--- config.mk ---
export PLATFORM = sky130hd
export DESIGN_NAME = cpu_reg_wb_ctrl
export DESIGN_NICKNAME = d
export VERILOG_FILES = /design/src/rtl/cpu_reg_pkg.sv /design/src/rtl/cpu_rr_arbiter.sv /design/src/rtl/cpu_reg_wb_ctrl.sv
export SDC_FILE = /design/constraint.sdc
export NUM_CORES = 1
export LEC_CHECK = 0
export BUFFER_PORTS_ARGS = -buffer_cell sky130_fd_sc_hd__buf_4
export CORE_ASPECT_RATIO = 1.4
export CORE_UTILIZATION = 52
export CTS_CLUSTER_DIAMETER = 100
export DETAILED_ROUTE_END_ITERATION = 6
export HOLD_SLACK_MARGIN = 0.1
export MAX_ROUTING_LAYER = met4
export PLACE_DENSITY = 0.94
export SYNTH_ARGS = -nofsm -noshare
export SYNTH_HDL_FRONTEND = slang
export SYNTH_SLANG_ARGS = --single-unit
--- constraint.sdc ---
create_clock -name clk -period 4.2 [get_ports clk]
set_clock_uncertainty 0.05 [all_clocks]
set_input_delay 0.42 -clock clk [delete_from_list [all_inputs] [get_ports clk]]
set_output_delay 0.42 -clock clk [all_outputs]
set_load 0.005 [all_outputs]
--- src/rtl/cpu_reg_pkg.sv ---
// cpu_reg_pkg: shared widths, write-back requester ids and round-robin successor helper
package cpu_reg_pkg;
  localparam int REG_ADDR_W = 5;
  localparam int DATA_W = 32;
  localparam int NUM_WB_REQ = 3;
  typedef enum logic [1:0] {WB_ALU, WB_LSU, WB_CSR} wb_req_e;
  function automatic wb_req_e rr_next(wb_req_e i);
    return i == WB_CSR ? WB_ALU : wb_req_e'(i + 2'd1);
  endfunction
endpackage

--- src/rtl/cpu_rr_arbiter.sv ---
// cpu_rr_arbiter: 3-way round-robin grant starting at pointer p, p moves past each winner
module cpu_rr_arbiter
  import cpu_reg_pkg::*;
(
  input  logic                  clk,
  input  logic                  rst,
  input  logic [NUM_WB_REQ-1:0] req,
  output logic [NUM_WB_REQ-1:0] gnt,
  output wb_req_e               gnt_idx
);
  wb_req_e p, c1, c2;
  always_comb begin
    c1 = rr_next(p);
    c2 = rr_next(c1);
    gnt_idx = req[p] ? p : req[c1] ? c1 : c2;
    gnt = rst || !(|req) ? '0 : NUM_WB_REQ'(1) << gnt_idx;
  end
  always_ff @(posedge clk)
    p <= rst ? WB_ALU : |gnt ? rr_next(gnt_idx) : p;
endmodule

--- src/rtl/cpu_reg_wb_ctrl.sv ---
// cpu_reg_wb_ctrl: write-back arbitration, register-file write and busy scoreboard (CPU_REG_WB_BYPASS_EN adds bypass ports)
module cpu_reg_wb_ctrl
  import cpu_reg_pkg::*;
#(
  parameter int MORE_REGISTERS = 1
) (
  input  logic                                  clk,
  input  logic                                  rst,
  input  logic [NUM_WB_REQ-1:0]                 wb_valid,
  output logic [NUM_WB_REQ-1:0]                 wb_ready,
  input  logic [NUM_WB_REQ-1:0][REG_ADDR_W-1:0] wb_addr,
  input  logic [NUM_WB_REQ-1:0][DATA_W-1:0]     wb_data,
  input  logic                                  iss_valid,
  input  logic [REG_ADDR_W-1:0]                 iss_addr,
  output logic                                  iss_ready,
  input  logic [REG_ADDR_W-1:0]                 chk_addr1,
  input  logic [REG_ADDR_W-1:0]                 chk_addr2,
  output logic                                  chk_busy1,
  output logic                                  chk_busy2,
  output logic [REG_ADDR_W-1:0]                 rf_addr_wr,
  output logic [DATA_W-1:0]                     rf_data_wr,
  output logic                                  rf_wr,
  output logic                                  wr_illegal
`ifdef CPU_REG_WB_BYPASS_EN
  ,
  output logic                                  byp_hit1,
  output logic                                  byp_hit2,
  output logic [DATA_W-1:0]                     byp_data
`endif
);
  localparam int NREG = 2 ** REG_ADDR_W;
  function automatic logic in_range(logic [REG_ADDR_W-1:0] a);
    return MORE_REGISTERS != 0 || !a[REG_ADDR_W-1];
  endfunction
  wb_req_e g;
  logic [REG_ADDR_W-1:0] ga;
  logic [DATA_W-1:0] gd;
  logic [NREG-1:0] busy, set_m, clr_m;
  logic hit1, hit2;
  cpu_rr_arbiter u_arb (
    .clk    (clk),
    .rst    (rst),
    .req    (wb_valid),
    .gnt    (wb_ready),
    .gnt_idx(g)
  );
  always_comb begin
    ga = wb_addr[g];
    gd = wb_data[g];
    iss_ready = !busy[iss_addr];
    set_m = iss_valid && iss_ready && iss_addr != '0 && in_range(iss_addr) ? NREG'(1) << iss_addr : '0;
    clr_m = rf_wr ? NREG'(1) << rf_addr_wr : '0;
`ifdef CPU_REG_WB_BYPASS_EN
    hit1 = rf_wr && rf_addr_wr == chk_addr1 && chk_addr1 != '0;
    hit2 = rf_wr && rf_addr_wr == chk_addr2 && chk_addr2 != '0;
`else
    hit1 = 1'b0;
    hit2 = 1'b0;
`endif
    chk_busy1 = busy[chk_addr1] && !hit1;
    chk_busy2 = busy[chk_addr2] && !hit2;
  end
`ifdef CPU_REG_WB_BYPASS_EN
  assign byp_hit1 = hit1;
  assign byp_hit2 = hit2;
  assign byp_data = rf_data_wr;
`endif
  always_ff @(posedge clk) begin
    if (rst) begin
      busy <= '0;
      rf_wr <= 1'b0;
      wr_illegal <= 1'b0;
      rf_addr_wr <= '0;
      rf_data_wr <= '0;
    end else begin
      busy <= (busy & ~clr_m) | set_m;
      rf_wr <= |wb_ready && ga != '0 && in_range(ga);
      wr_illegal <= |wb_ready && !in_range(ga);
      rf_addr_wr <= |wb_ready ? ga : rf_addr_wr;
      rf_data_wr <= |wb_ready ? gd : rf_data_wr;
    end
  end
endmodule
==> metrics.csv, run 1 <==
stage,metric,value,unit
floorplanning,placeable core area,7500,um^2
global_routing,first-pass GRT wire length,22700,um
synthesis,"flops & latches, synth",72,
synthesis,post-synthesis cell type with the largest combined area,sky130_fd_sc_hd__dfxtp_1,
timing,final hold slack,343,ps
finish,final cell count without fillers,693,
global_routing,antenna violations before repair,0,
clocking,post-cts hold buffer count,0,
floorplanning,Die Wd,76.9,um
power_and_ir_drop,standby leakage power,2.29,nW
clocking,clock tree from TritonCTS,built,
clocking,number of gates resized after CTS,0,
global_routing,GR Util met1,0.401,
hold_path,worst hold path startpoint,wb_addr[3],
routing,number of nets with antenna violations after detailed routing,0,
global_routing,maximum number of pins on one net before global-route repair,70,
global_routing,met3 routing resource usage after global routing,0.0749,
critical_path,kind of critical path,register to output port,
routing,detail-routed net length per standard cell,21.0,um
clocking,setup repair bufs after CTS,0,
critical_path,source of the critical timing path,u_arb.p[0],
synthesis,top post-synthesis cells by area,"sky130_fd_sc_hd__dfxtp_1 35%, sky130_fd_sc_hd__mux4_2 17%, sky130_fd_sc_hd__a31o_2 7.1%",
clocking,clock-pin slew of the registers on the worst-case setup and hold paths,70,ps
finish,area overhead of the layout relative to synthesis,36.4,%
timing,Peak Freq,0.373,GHz
timing,number of hold violations in the final report,0,
global_routing,most used routing layer in global routing,met2,
finish,"Non-Filler Cell Area, Final",5570,um^2
finish,Sequential Area,1440,um^2
timing,transition at the pin with the smallest max-transition slack,1170,ps
synthesis,number of different library cells in the post-synthesis netlist,39,
routing,DR vias,4494,
critical_path,Critical Path RT,3730,ps
status,status,"complete, no violations",
clocking,worst-skew pair later-pin latency,330,ps
timing,Finish-stage setup viols,0,
job,max_cap viols,0,
critical_path,signal arrival time at the worst endpoint,2210,ps
global_routing,gr ovfl total,0,
critical_path,kind of end point of the critical path,output port,
timing,total negative slack,0,ps
clocking,maximum count of clock buffers along a single path,2,
floorplanning,Die Footprint,8220,um^2
hold_path,type of the most critical hold path,primary input to register,
hold_path,number of instances on the worst hold path,3,
finish,area used by multi-input combinational logic,2470,um^2
timing,ratio of final minimum period to clock period,0.638,
synthesis,mean area per synthesized cell,9.24,um^2
synthesis,combined area of all synthesized cells,4080,um^2
floorplanning,boundary pin count,177,
routing,drt drc,0,
place,weighted congestion reported at the end of routability-driven placement,0.948,
timing,Max transition margin,0.219,
clocking,H-tree depth,3,
critical_path,endpoint of the most critical register-to-register path,rf_wr,
critical_path,Critical Path Source Type,register,
routing,1st-pass router iterations,7,
synthesis,number of warnings issued by yosys,0,
hold_path,hold endpoint,rf_addr_wr[3],
finish,fill cell count,545,
timing,RSZ-0062 raised after global routing,no,
critical_path,flop2flop setup slack,1800,ps
place,number of instances in the placed design,677,
floorplanning,y dimension of the die,107,um
finish,fraction of final layout cells with drive strength greater than 1,0.438,
routing,post-DR vias/cell,6.48,
global_routing,fraction of met2 tracks used by global routing,0.640,
synthesis,"Net Count, Synth",574,
critical_path,depth of the worst register-to-register path,7,
power_and_ir_drop,P per Cell Area,344,nW/um^2
timing,max-slew violation total from the final report,0,
finish,final cell utilization of the core,0.743,
floorplanning,initial core utilization,0.545,
floorplanning,number of standard-cell rows in the floorplan,37,
critical_path,peak fanout along the critical path,23,
power_and_ir_drop,Max VDD drop,0.269,mV
global_routing,number of global-route vias before repair,4591,
timing,min Tclk post-route,2680,ps
routing,violation count after the first detailed-routing iteration,457,
synthesis,share of the synthesized area in the top cell type,0.353,
clocking,root buf cell,sky130_fd_sc_hd__clkbuf_8,
synthesis,share of the yosys chip area belonging to registers,0.353,
place,area of placed instances,5370,um^2
finish,"Net count, final",723,
clocking,clock buffer count from CTS,9,
synthesis,Post-Syn Instances,442,
finish,number of inserted diodes,0,
clocking,clk sink count,72,
place,number of buffer cells added on primary ports,175,
global_routing,global-route usage over all layers,0.370,
place,DP HPWL,10900,um
critical_path,launching point of the worst reg2reg path,u_arb.p[0],
routing,WL final,14600,um
## registers in the layout, indices dropped and copies added (netlist names)
register / count
busy: 32
rf_data_wr: 32
rf_addr_wr: 5
u_arb.p: 2
rf_wr: 1
## how the worst max path moves through the flow
stage	to	cells after the start
2_1_floorplan	chk_busy1	4
3_3_place_gp	rf_data_wr[7]	6
3_5_place_dp	rf_wr	8
4_1_cts	wb_ready[0]	5
5_1_grt	wb_ready[0]	5
6_report	wb_ready[0]	5
## placed cells by master, fill, tap and decap left out, drive strengths merged, types with 2 or more instances in the layout
| master | count |
|---|---|
| nor2b | 11 |
| mux2i | 3 |
| a211oi | 3 |
| mux4 | 30 |
| nor3b | 2 |
| nor3 | 4 |
| dfxtp | 72 |
| a22oi | 32 |
| o311ai | 4 |
| clkbuf | 13 |
| a21oi | 36 |
| buf | 178 |
| clkinv | 2 |
| nand4b | 3 |
| o211ai | 12 |
| a22o | 3 |
| nand3 | 32 |
| a21o | 2 |
| nor2 | 7 |
| nand2 | 57 |
| nand4 | 2 |
| mux2 | 2 |
| nand2b | 4 |
| a31o | 33 |
| o21ai | 36 |
| and2 | 2 |
## worst max-delay path, stage by stage, from the launching register on
cell,delay [ps]
sky130_fd_sc_hd__dfxtp_1,420
sky130_fd_sc_hd__nor2b_1,70
sky130_fd_sc_hd__o21ai_0,260
sky130_fd_sc_hd__and2_1,750
sky130_fd_sc_hd__nor3_1,190
sky130_fd_sc_hd__buf_4,190
## layout make-up
class                   instances  share of cell area
clock buffers                  13              0.0285
repair buffers                178               0.240
multi-input cells             329               0.443
clock inverters                 3             0.00719
well taps                      97              0.0218
flip-flops and latches         72               0.259
inverters                       1            0.000674
## routing by layer
layer	up-vias	wire [um]
met3	45	1230
met5	-	0
li1	2002	-
met2	264	7620
met4	0	557
met1	2183	5150
## synth_stat cells (all sizes together)
master	number
or2	1
nor3	4
clkinv	1
a22o	3
clkbuf	23
and3	1
nand3	32
o311ai	4
nor3b	2
a211oi	3
o211ai	12
a22oi	32
nand4	2
a222oi	1
mux4	30
mux2	2
nand3b	1
a21oi	36
o21ai	36
nand2	57
o41ai	1
and2	2
nor4b	1
mux2i	3
a21o	2
nor2b	11
a32oi	1
buf	17
nor2	7
nand4b	3
a41oi	1
a31o	33
nand2b	4
conb	1
dfxtp	72
## report_power, final
| part | internal (mW) | leakage [nW] | switching (mW) | total, mW |
|---|---|---|---|---|
| registers | 0.748 | 0.591 | 0.0644 | 0.813 |
| clock network | 0.306 | 0.103 | 0.251 | 0.556 |
| logic | 0.285 | 1.60 | 0.259 | 0.544 |
| total | 1.34 | 2.29 | 0.574 | 1.91 |
## stage by stage
step	power (mW)	setup slack, ps
6_report	1.91	1520
5_1_grt	2.00	1380
4_1_cts	1.91	1530
3_5_place_dp	1.36	1620
3_3_place_gp	1.34	1660
2_1_floorplan	1.09	1920
## kinds of logic (layout without fill, tap and decap cells)
kind of cell / count (synthesis) / after routing / synth area share
buffers and inverters: 41 / 195 / 0.0444
AO/OA/AOI/OAI: 165 / 165 / 0.274
multiplexers: 35 / 35 / 0.178
AND/OR/NAND/NOR: 128 / 128 / 0.149
flip-flops: 72 / 72 / 0.353
other: 1 / 1 / 0.000918
No activity file was read; power rests on OpenSTA's default activity.
==> inputs of run 2 (changes only) <==
--- a/config.mk
+++ b/config.mk
@@ -7,12 +7,12 @@
 export LEC_CHECK = 0
 export BUFFER_PORTS_ARGS = -buffer_cell sky130_fd_sc_hd__buf_4
 export CORE_ASPECT_RATIO = 1.4
-export CORE_UTILIZATION = 52
+export CORE_UTILIZATION = 48
 export CTS_CLUSTER_DIAMETER = 100
 export DETAILED_ROUTE_END_ITERATION = 6
 export HOLD_SLACK_MARGIN = 0.1
 export MAX_ROUTING_LAYER = met4
-export PLACE_DENSITY = 0.94
+export PLACE_DENSITY = 0.89
 export SYNTH_ARGS = -nofsm -noshare
 export SYNTH_HDL_FRONTEND = slang
 export SYNTH_SLANG_ARGS = --single-unit
==> constraint.sdc (replaced) <==
create_clock -name clk -period 2.65 [get_ports clk]
set_clock_uncertainty 0.05 [all_clocks]
set_input_delay 0.265 -clock clk [delete_from_list [all_inputs] [get_ports clk]]
set_output_delay 0.265 -clock clk [all_outputs]
set_load 0.005 [all_outputs]
==> run 2 against run 1 <==
Effect of this change: clock-buffer cell count decreased by 2; setup slack got worse by 1200 ps; cell area rose by 2.5%; non-clock buffer count up 4; critical path depth is 1 lower; clock power grew 100%; utilization decreased by 4.6 points; cell count rose by 1.3%; combinational power rose by 59%; via count up 0.87%; sequential share of layout area decreased by 0.62 points.
==> metrics.csv, run 2 (synthesized netlist as in run 1, its figures left out) <==
stage,metric,value,unit,change
status,status,"complete, no violations",,unchanged
finish,Sequential Area,1440,um^2,unchanged
place,worst setup slack before clock tree synthesis,477,ps,was 1620 ps
finish,registers with the most flip-flops,"busy: 32 flops, rf_data_wr: 32 flops, rf_addr_wr: 5 flops",,unchanged
critical_path,kind of end point of the critical path,output port,,unchanged
timing,transition at the pin with the smallest max-transition slack,837,ps,was 1170 ps
critical_path,Worst Path Buf+Inv,1,,unchanged
finish,number of inserted diodes,0,,unchanged
routing,WL final,14400,um,was 14600 um
hold_path,type of the most critical hold path,primary input to register,,unchanged
clocking,post-cts hold buffer count,0,,unchanged
critical_path,delay of the slowest critical-path stage,470,ps,was 750 ps
global_routing,number of global-route vias before repair,4486,,was 4591
clocking,clk sink count,72,,unchanged
global_routing,global-route usage over all layers,0.338,,was 0.370
timing,ratio of final minimum period to clock period,0.894,,
timing,number of hold violations in the final report,0,,unchanged
job,max_cap viols,0,,unchanged
critical_path,Critical Path RT,2340,ps,was 3730 ps
floorplanning,boundary pin count,177,,unchanged
critical_path,sequence of cells on the critical path,"mux4_2, mux4_2, mux2_2, buf_4",,"was nor2b_1, o21ai_0, and2_1, nor3_1, buf_4"
power_and_ir_drop,Max VDD drop,0.360,mV,was 0.269 mV
clocking,number of gates resized after CTS,0,,unchanged
floorplanning,placeable core area,8200,um^2,was 7500 um^2
clocking,maximum count of clock buffers along a single path,2,,unchanged
timing,min Tclk post-route,2370,ps,
routing,number of nets with antenna violations after detailed routing,0,,unchanged
clocking,setup repair bufs after CTS,0,,unchanged
finish,area overhead of the layout relative to synthesis,39.8,%,was 36.4%
timing,final hold slack,173,ps,was 343 ps
clocking,clock tree from TritonCTS,built,,unchanged
routing,1st-pass router iterations,5,,was 7
power_and_ir_drop,standby leakage power,2.35,nW,was 2.29 nW
clocking,worst-skew pair later-pin latency,330,ps,about the same
routing,violation count after the first detailed-routing iteration,480,,was 457
finish,fraction of final layout cells with drive strength greater than 1,0.443,,was 0.438
routing,detail-routed net length per standard cell,20.5,um,was 21.0 um
global_routing,first-pass GRT wire length,22200,um,was 22700 um
place,number of buffer cells added on primary ports,175,,unchanged
critical_path,critical path's slowest cell,sky130_fd_sc_hd__mux4_2,,was sky130_fd_sc_hd__and2_1
timing,RSZ-0062 raised after global routing,no,,unchanged
routing,post-DR vias/cell,6.46,,was 6.48
place,weighted congestion reported at the end of routability-driven placement,1.01,,was 0.948
global_routing,gr ovfl total,0,,unchanged
floorplanning,Die Footprint,8890,um^2,was 8220 um^2
finish,"commonest non-fill, non-tap cells in the layout","180 x sky130_fd_sc_hd__buf_4, 72 x sky130_fd_sc_hd__dfxtp_1, 57 x sky130_fd_sc_hd__nand2_1",,"was 178 x sky130_fd_sc_hd__buf_4, 72 x sky130_fd_sc_hd__dfxtp_1, 57 x sky130_fd_sc_hd__nand2_1"
finish,"most common cell after layout, fill and taps aside",sky130_fd_sc_hd__buf_4,,unchanged
timing,total negative slack,0,ps,unchanged
timing,Finish-stage setup viols,0,,unchanged
global_routing,maximum number of pins on one net before global-route repair,54,,was 70
clocking,clock-pin slew of the registers on the worst-case setup and hold paths,60,ps,was 70 ps
routing,drt drc,0,,unchanged
critical_path,signal arrival time at the worst endpoint,2050,ps,was 2210 ps
place,DP HPWL,10900,um,about the same
clocking,clock buffer count from CTS,9,,unchanged
floorplanning,y dimension of the die,111,um,was 107 um
power_and_ir_drop,P per Cell Area,572,nW/um^2,was 344 nW/um^2
global_routing,antenna violations before repair,0,,unchanged
routing,DR vias,4533,,was 4494
finish,"Net count, final",727,,was 723
floorplanning,initial core utilization,0.498,,was 0.545
critical_path,Critical Path Source Type,register,,unchanged
finish,final cell utilization of the core,0.696,,was 0.743
critical_path,kind of critical path,register to output port,,unchanged
timing,final worst setup slack,281,ps,was 1520 ps
critical_path,dominant cell type by count on the critical path,sky130_fd_sc_hd__mux4_2,,
clocking,root buf cell,sky130_fd_sc_hd__clkbuf_16,,was sky130_fd_sc_hd__clkbuf_8
timing,max-slew violation total from the final report,0,,unchanged
floorplanning,Die Wd,80.0,um,was 76.9 um
clocking,H-tree depth,3,,unchanged
timing,Max transition margin,0.441,,was 0.219
critical_path,family with the most delay on the worst path,multiplexers,,was simple AND/OR/NAND/NOR gates
finish,fill cell count,650,,was 545
finish,area used by multi-input combinational logic,2470,um^2,unchanged
critical_path,peak fanout along the critical path,4,,was 23
floorplanning,number of standard-cell rows in the floorplan,39,,was 37
timing,Peak Freq,0.422,GHz,
==> run 2: worst register-to-register path: stages, from the launching register on <==
cell	delay, ps
sky130_fd_sc_hd__dfxtp_1	380
sky130_fd_sc_hd__nor4b_1	320
sky130_fd_sc_hd__a31o_2	500
sky130_fd_sc_hd__buf_4	320
sky130_fd_sc_hd__nand2_1	80
sky130_fd_sc_hd__a21oi_1	160
sky130_fd_sc_hd__a31o_2	130
==> run 2: worst paths after layout <==
check	cells past startpoint	slack (ps)	end	startpoint
worst min-delay path	3	170	rf_addr_wr[3]	wb_addr[3]
worst max register to register	6	650	rf_data_wr[3]	u_arb.p[1]
worst min register to register	1	440	rf_data_wr[5]	rf_data_wr[5]
worst max-delay path	4	280	chk_busy2	busy[16]
==> run 2: per-layer routing <==
layer | routed length (um) | vias up | track usage | part of all wire
li1 | - | 2024 | - | -
met1 | 5000 | 2151 | 0.378 | 0.35
met2 | 7300 | 290 | 0.558 | 0.51
met3 | 1420 | 68 | 0.0724 | 0.098
met4 | 686 | 0 | 0.173 | 0.048
met5 | 0 | - | - | 0
==> run 2: layout make-up <==
| cell class | count | share of cell area |
|---|---|---|
| multi-input combinational | 329 | 0.432 |
| sequential | 72 | 0.253 |
| timing repair buffer | 182 | 0.244 |
| clock buffer | 11 | 0.0425 |
| tap | 102 | 0.0224 |
| clock inverter | 5 | 0.00570 |
| inverter | 1 | 0.000658 |
==> run 2: per-stage QoR <==
step	instances	area (um^2)	power (mW)
after floorplan	442	4080	1.73
after global routing	702	5710	3.39
after CTS	702	5710	3.27
final	702	5710	3.27
after detailed placement	686	5430	2.17
after global placement	686	5430	2.14
==> run 2: power breakdown <==
group	internal [mW]	switching (mW)	leakage (nW)	total, mW
Sequential	1.19	0.0996	0.591	1.29
Combinational	0.471	0.397	1.63	0.867
Clock	0.655	0.458	0.128	1.11
Total	2.31	0.954	2.35	3.27
==> inputs of run 3 (changes only) <==
--- a/config.mk
+++ b/config.mk
@@ -13,6 +13,7 @@
 export HOLD_SLACK_MARGIN = 0.1
 export MAX_ROUTING_LAYER = met4
 export PLACE_DENSITY = 0.89
+export RECOVER_POWER = 25
 export SYNTH_ARGS = -nofsm -noshare
 export SYNTH_HDL_FRONTEND = slang
 export SYNTH_SLANG_ARGS = --single-unit
==> run 3 against run 2 <==
Effect of this change: register-to-register slack hardly changed; routed wire length is 0.38% lower; sequential share of layout area is 0.15 points higher; clock power hardly changed; via count is 0.64% lower; clock-buffer cell count stayed put; cell area is 0.59% lower; non-clock buffer count stayed put; die area stayed put; critical path depth stayed put.
==> metrics.csv, run 3 (synthesized netlist as in run 1, its figures left out) <==
stage,metric,value,unit,change
status,status,"complete, no violations",,unchanged
place,number of buffer cells added on primary ports,175,,unchanged
place,weighted congestion reported at the end of routability-driven placement,1.01,,unchanged
timing,total negative slack,0,ps,unchanged
critical_path,dominant cell type by count on the critical path,sky130_fd_sc_hd__mux4_2,,unchanged
finish,"Net count, final",727,,unchanged
power_and_ir_drop,Max VDD drop,0.359,mV,was 0.360 mV
routing,1st-pass router iterations,7,,was 5
clocking,maximum count of clock buffers along a single path,2,,unchanged
floorplanning,placeable core area,8200,um^2,unchanged
timing,Peak Freq,0.422,GHz,about the same
floorplanning,y dimension of the die,111,um,unchanged
clocking,H-tree depth,3,,unchanged
routing,WL final,14300,um,was 14400 um
critical_path,sequence of cells on the critical path,"mux4_2, mux4_2, mux2_2, buf_4",,unchanged
critical_path,kind of end point of the critical path,output port,,unchanged
floorplanning,boundary pin count,177,,unchanged
timing,transition at the pin with the smallest max-transition slack,772,ps,was 837 ps
global_routing,number of global-route vias before repair,4486,,unchanged
finish,fraction of final layout cells with drive strength greater than 1,0.428,,was 0.443
clocking,clock buffer count from CTS,9,,unchanged
clocking,clock tree from TritonCTS,built,,unchanged
floorplanning,Die Wd,80.0,um,unchanged
global_routing,global-route usage over all layers,0.338,,unchanged
timing,ratio of final minimum period to clock period,0.893,,was 0.894
power_and_ir_drop,total power,3.24,mW,was 3.27 mW
clocking,clock-pin slew of the registers on the worst-case setup and hold paths,60,ps,about the same
routing,detail-routed net length per standard cell,20.4,um,was 20.5 um
routing,drt drc,0,,unchanged
clocking,post-cts hold buffer count,0,,unchanged
clocking,worst-skew pair later-pin latency,330,ps,about the same
global_routing,maximum number of pins on one net before global-route repair,54,,unchanged
critical_path,timing endpoint of the critical path,chk_busy2,,unchanged
critical_path,signal arrival time at the worst endpoint,2050,ps,about the same
critical_path,flop2flop setup slack,650,ps,about the same
critical_path,peak fanout along the critical path,4,,unchanged
power_and_ir_drop,standby leakage power,2.30,nW,was 2.35 nW
clocking,number of gates resized after CTS,0,,unchanged
critical_path,depth of the worst register-to-register path,6,,unchanged
finish,"commonest non-fill, non-tap cells in the layout","151 x sky130_fd_sc_hd__buf_4, 72 x sky130_fd_sc_hd__dfxtp_1, 57 x sky130_fd_sc_hd__nand2_1",,"was 180 x sky130_fd_sc_hd__buf_4, 72 x sky130_fd_sc_hd__dfxtp_1, 57 x sky130_fd_sc_hd__nand2_1"
timing,max-slew violation total from the final report,0,,unchanged
clocking,setup repair bufs after CTS,0,,unchanged
routing,violation count after the first detailed-routing iteration,455,,was 480
critical_path,launching point of the worst reg2reg path,u_arb.p[1],,unchanged
clocking,clk sink count,72,,unchanged
timing,number of hold violations in the final report,0,,unchanged
clocking,root buf cell,sky130_fd_sc_hd__clkbuf_16,,unchanged
routing,DR vias,4504,,was 4533
critical_path,Critical Path RT,2340,ps,about the same
routing,post-DR vias/cell,6.42,,was 6.46
floorplanning,initial core utilization,0.498,,unchanged
timing,Max transition margin,0.484,,was 0.441
critical_path,source of the critical timing path,busy[16],,unchanged
timing,min Tclk post-route,2370,ps,about the same
finish,"Non-Filler Cell Area, Final",5670,um^2,was 5710 um^2
finish,number of inserted diodes,0,,unchanged
floorplanning,Die Footprint,8890,um^2,unchanged
global_routing,antenna violations before repair,0,,unchanged
critical_path,kind of critical path,register to output port,,unchanged
timing,RSZ-0062 raised after global routing,no,,unchanged
hold_path,type of the most critical hold path,primary input to register,,unchanged
finish,fill cell count,664,,was 650
job,max_cap viols,0,,unchanged
timing,Finish-stage setup viols,0,,unchanged
power_and_ir_drop,P per Cell Area,571,nW/um^2,was 572 nW/um^2
finish,"most common cell after layout, fill and taps aside",sky130_fd_sc_hd__buf_4,,unchanged
floorplanning,number of standard-cell rows in the floorplan,39,,unchanged
critical_path,endpoint of the most critical register-to-register path,rf_data_wr[3],,unchanged
global_routing,first-pass GRT wire length,22200,um,unchanged
critical_path,delay of the slowest critical-path stage,470,ps,about the same
critical_path,Critical Path Source Type,register,,unchanged
routing,number of nets with antenna violations after detailed routing,0,,unchanged
global_routing,gr ovfl total,0,,unchanged
critical_path,critical path's slowest cell,sky130_fd_sc_hd__mux4_2,,unchanged
critical_path,family with the most delay on the worst path,multiplexers,,unchanged
finish,area overhead of the layout relative to synthesis,38.9,%,was 39.8%
critical_path,Worst Path Buf+Inv,1,,unchanged
place,area of placed instances,5430,um^2,unchanged
critical_path,count of cell instances traversed by the critical path,4,,unchanged
place,DP HPWL,10900,um,unchanged
finish,registers with the most flip-flops,"busy: 32 flops, rf_data_wr: 32 flops, rf_addr_wr: 5 flops",,unchanged
==> run 3: cell count changes in the layout (fill, tap and decap cells not counted) <==
cell,change
sky130_fd_sc_hd__buf_4,-29
sky130_fd_sc_hd__clkbuf_1,+9
sky130_fd_sc_hd__clkbuf_4,+20
==> run 3: worst min path at each step <==
stage / to / startpoint / cells past startpoint / slack (ps)
2_1_floorplan: busy[0] / busy[0] / 2 / 380
3_3_place_gp: rf_data_wr[18] / rf_data_wr[18] / 1 / 420
3_5_place_dp: rf_data_wr[18] / rf_data_wr[18] / 1 / 420
4_1_cts: rf_addr_wr[3] / wb_addr[3] / 3 / 170
5_1_grt: rf_addr_wr[3] / wb_addr[3] / 3 / 200
6_report: rf_addr_wr[3] / wb_addr[3] / 3 / 170
==> run 3: final cells by class <==
type	instances	area, um^2	share of cell area
multi-input combinational	329	2470	0.435
timing repair buffer	182	1360	0.239
clock inverter	5	32.5	0.00573
inverter	1	3.75	0.000662
sequential	72	1440	0.254
tap	102	128	0.0225
clock buffer	11	243	0.0428
==> run 3: worst min-delay path: stages <==
cell                      delay, ps
sky130_fd_sc_hd__buf_4           80
sky130_fd_sc_hd__a21oi_1         50
sky130_fd_sc_hd__o21ai_0        120
==> run 3: metal layers <==
layer | share of wire | up-vias | track usage
met2 | 0.51 | 294 | 0.558
met4 | 0.047 | 0 | 0.173
met1 | 0.35 | 2127 | 0.378
met3 | 0.097 | 57 | 0.0724
met5 | 0 | - | -
li1 | - | 2026 | -
==> run 3: report_power, final <==
part	internal, mW	total (mW)	switching, mW
registers	1.19	1.29	0.0974
clock network	0.655	1.11	0.457
logic	0.449	0.845	0.396
total	2.29	3.24	0.950
==> run 3: per-stage QoR <==
step / util / hold slack [ps] / setup slack [ps] / instances
2_1_floorplan: - / 379 / 676 / 442
3_3_place_gp: 0.663 / 420 / 504 / 686
3_5_place_dp: 0.663 / 424 / 477 / 686
4_1_cts: 0.696 / 167 / 292 / 702
5_1_grt: 0.692 / 196 / 189 / 702
6_report: 0.692 / 173 / 283 / 702
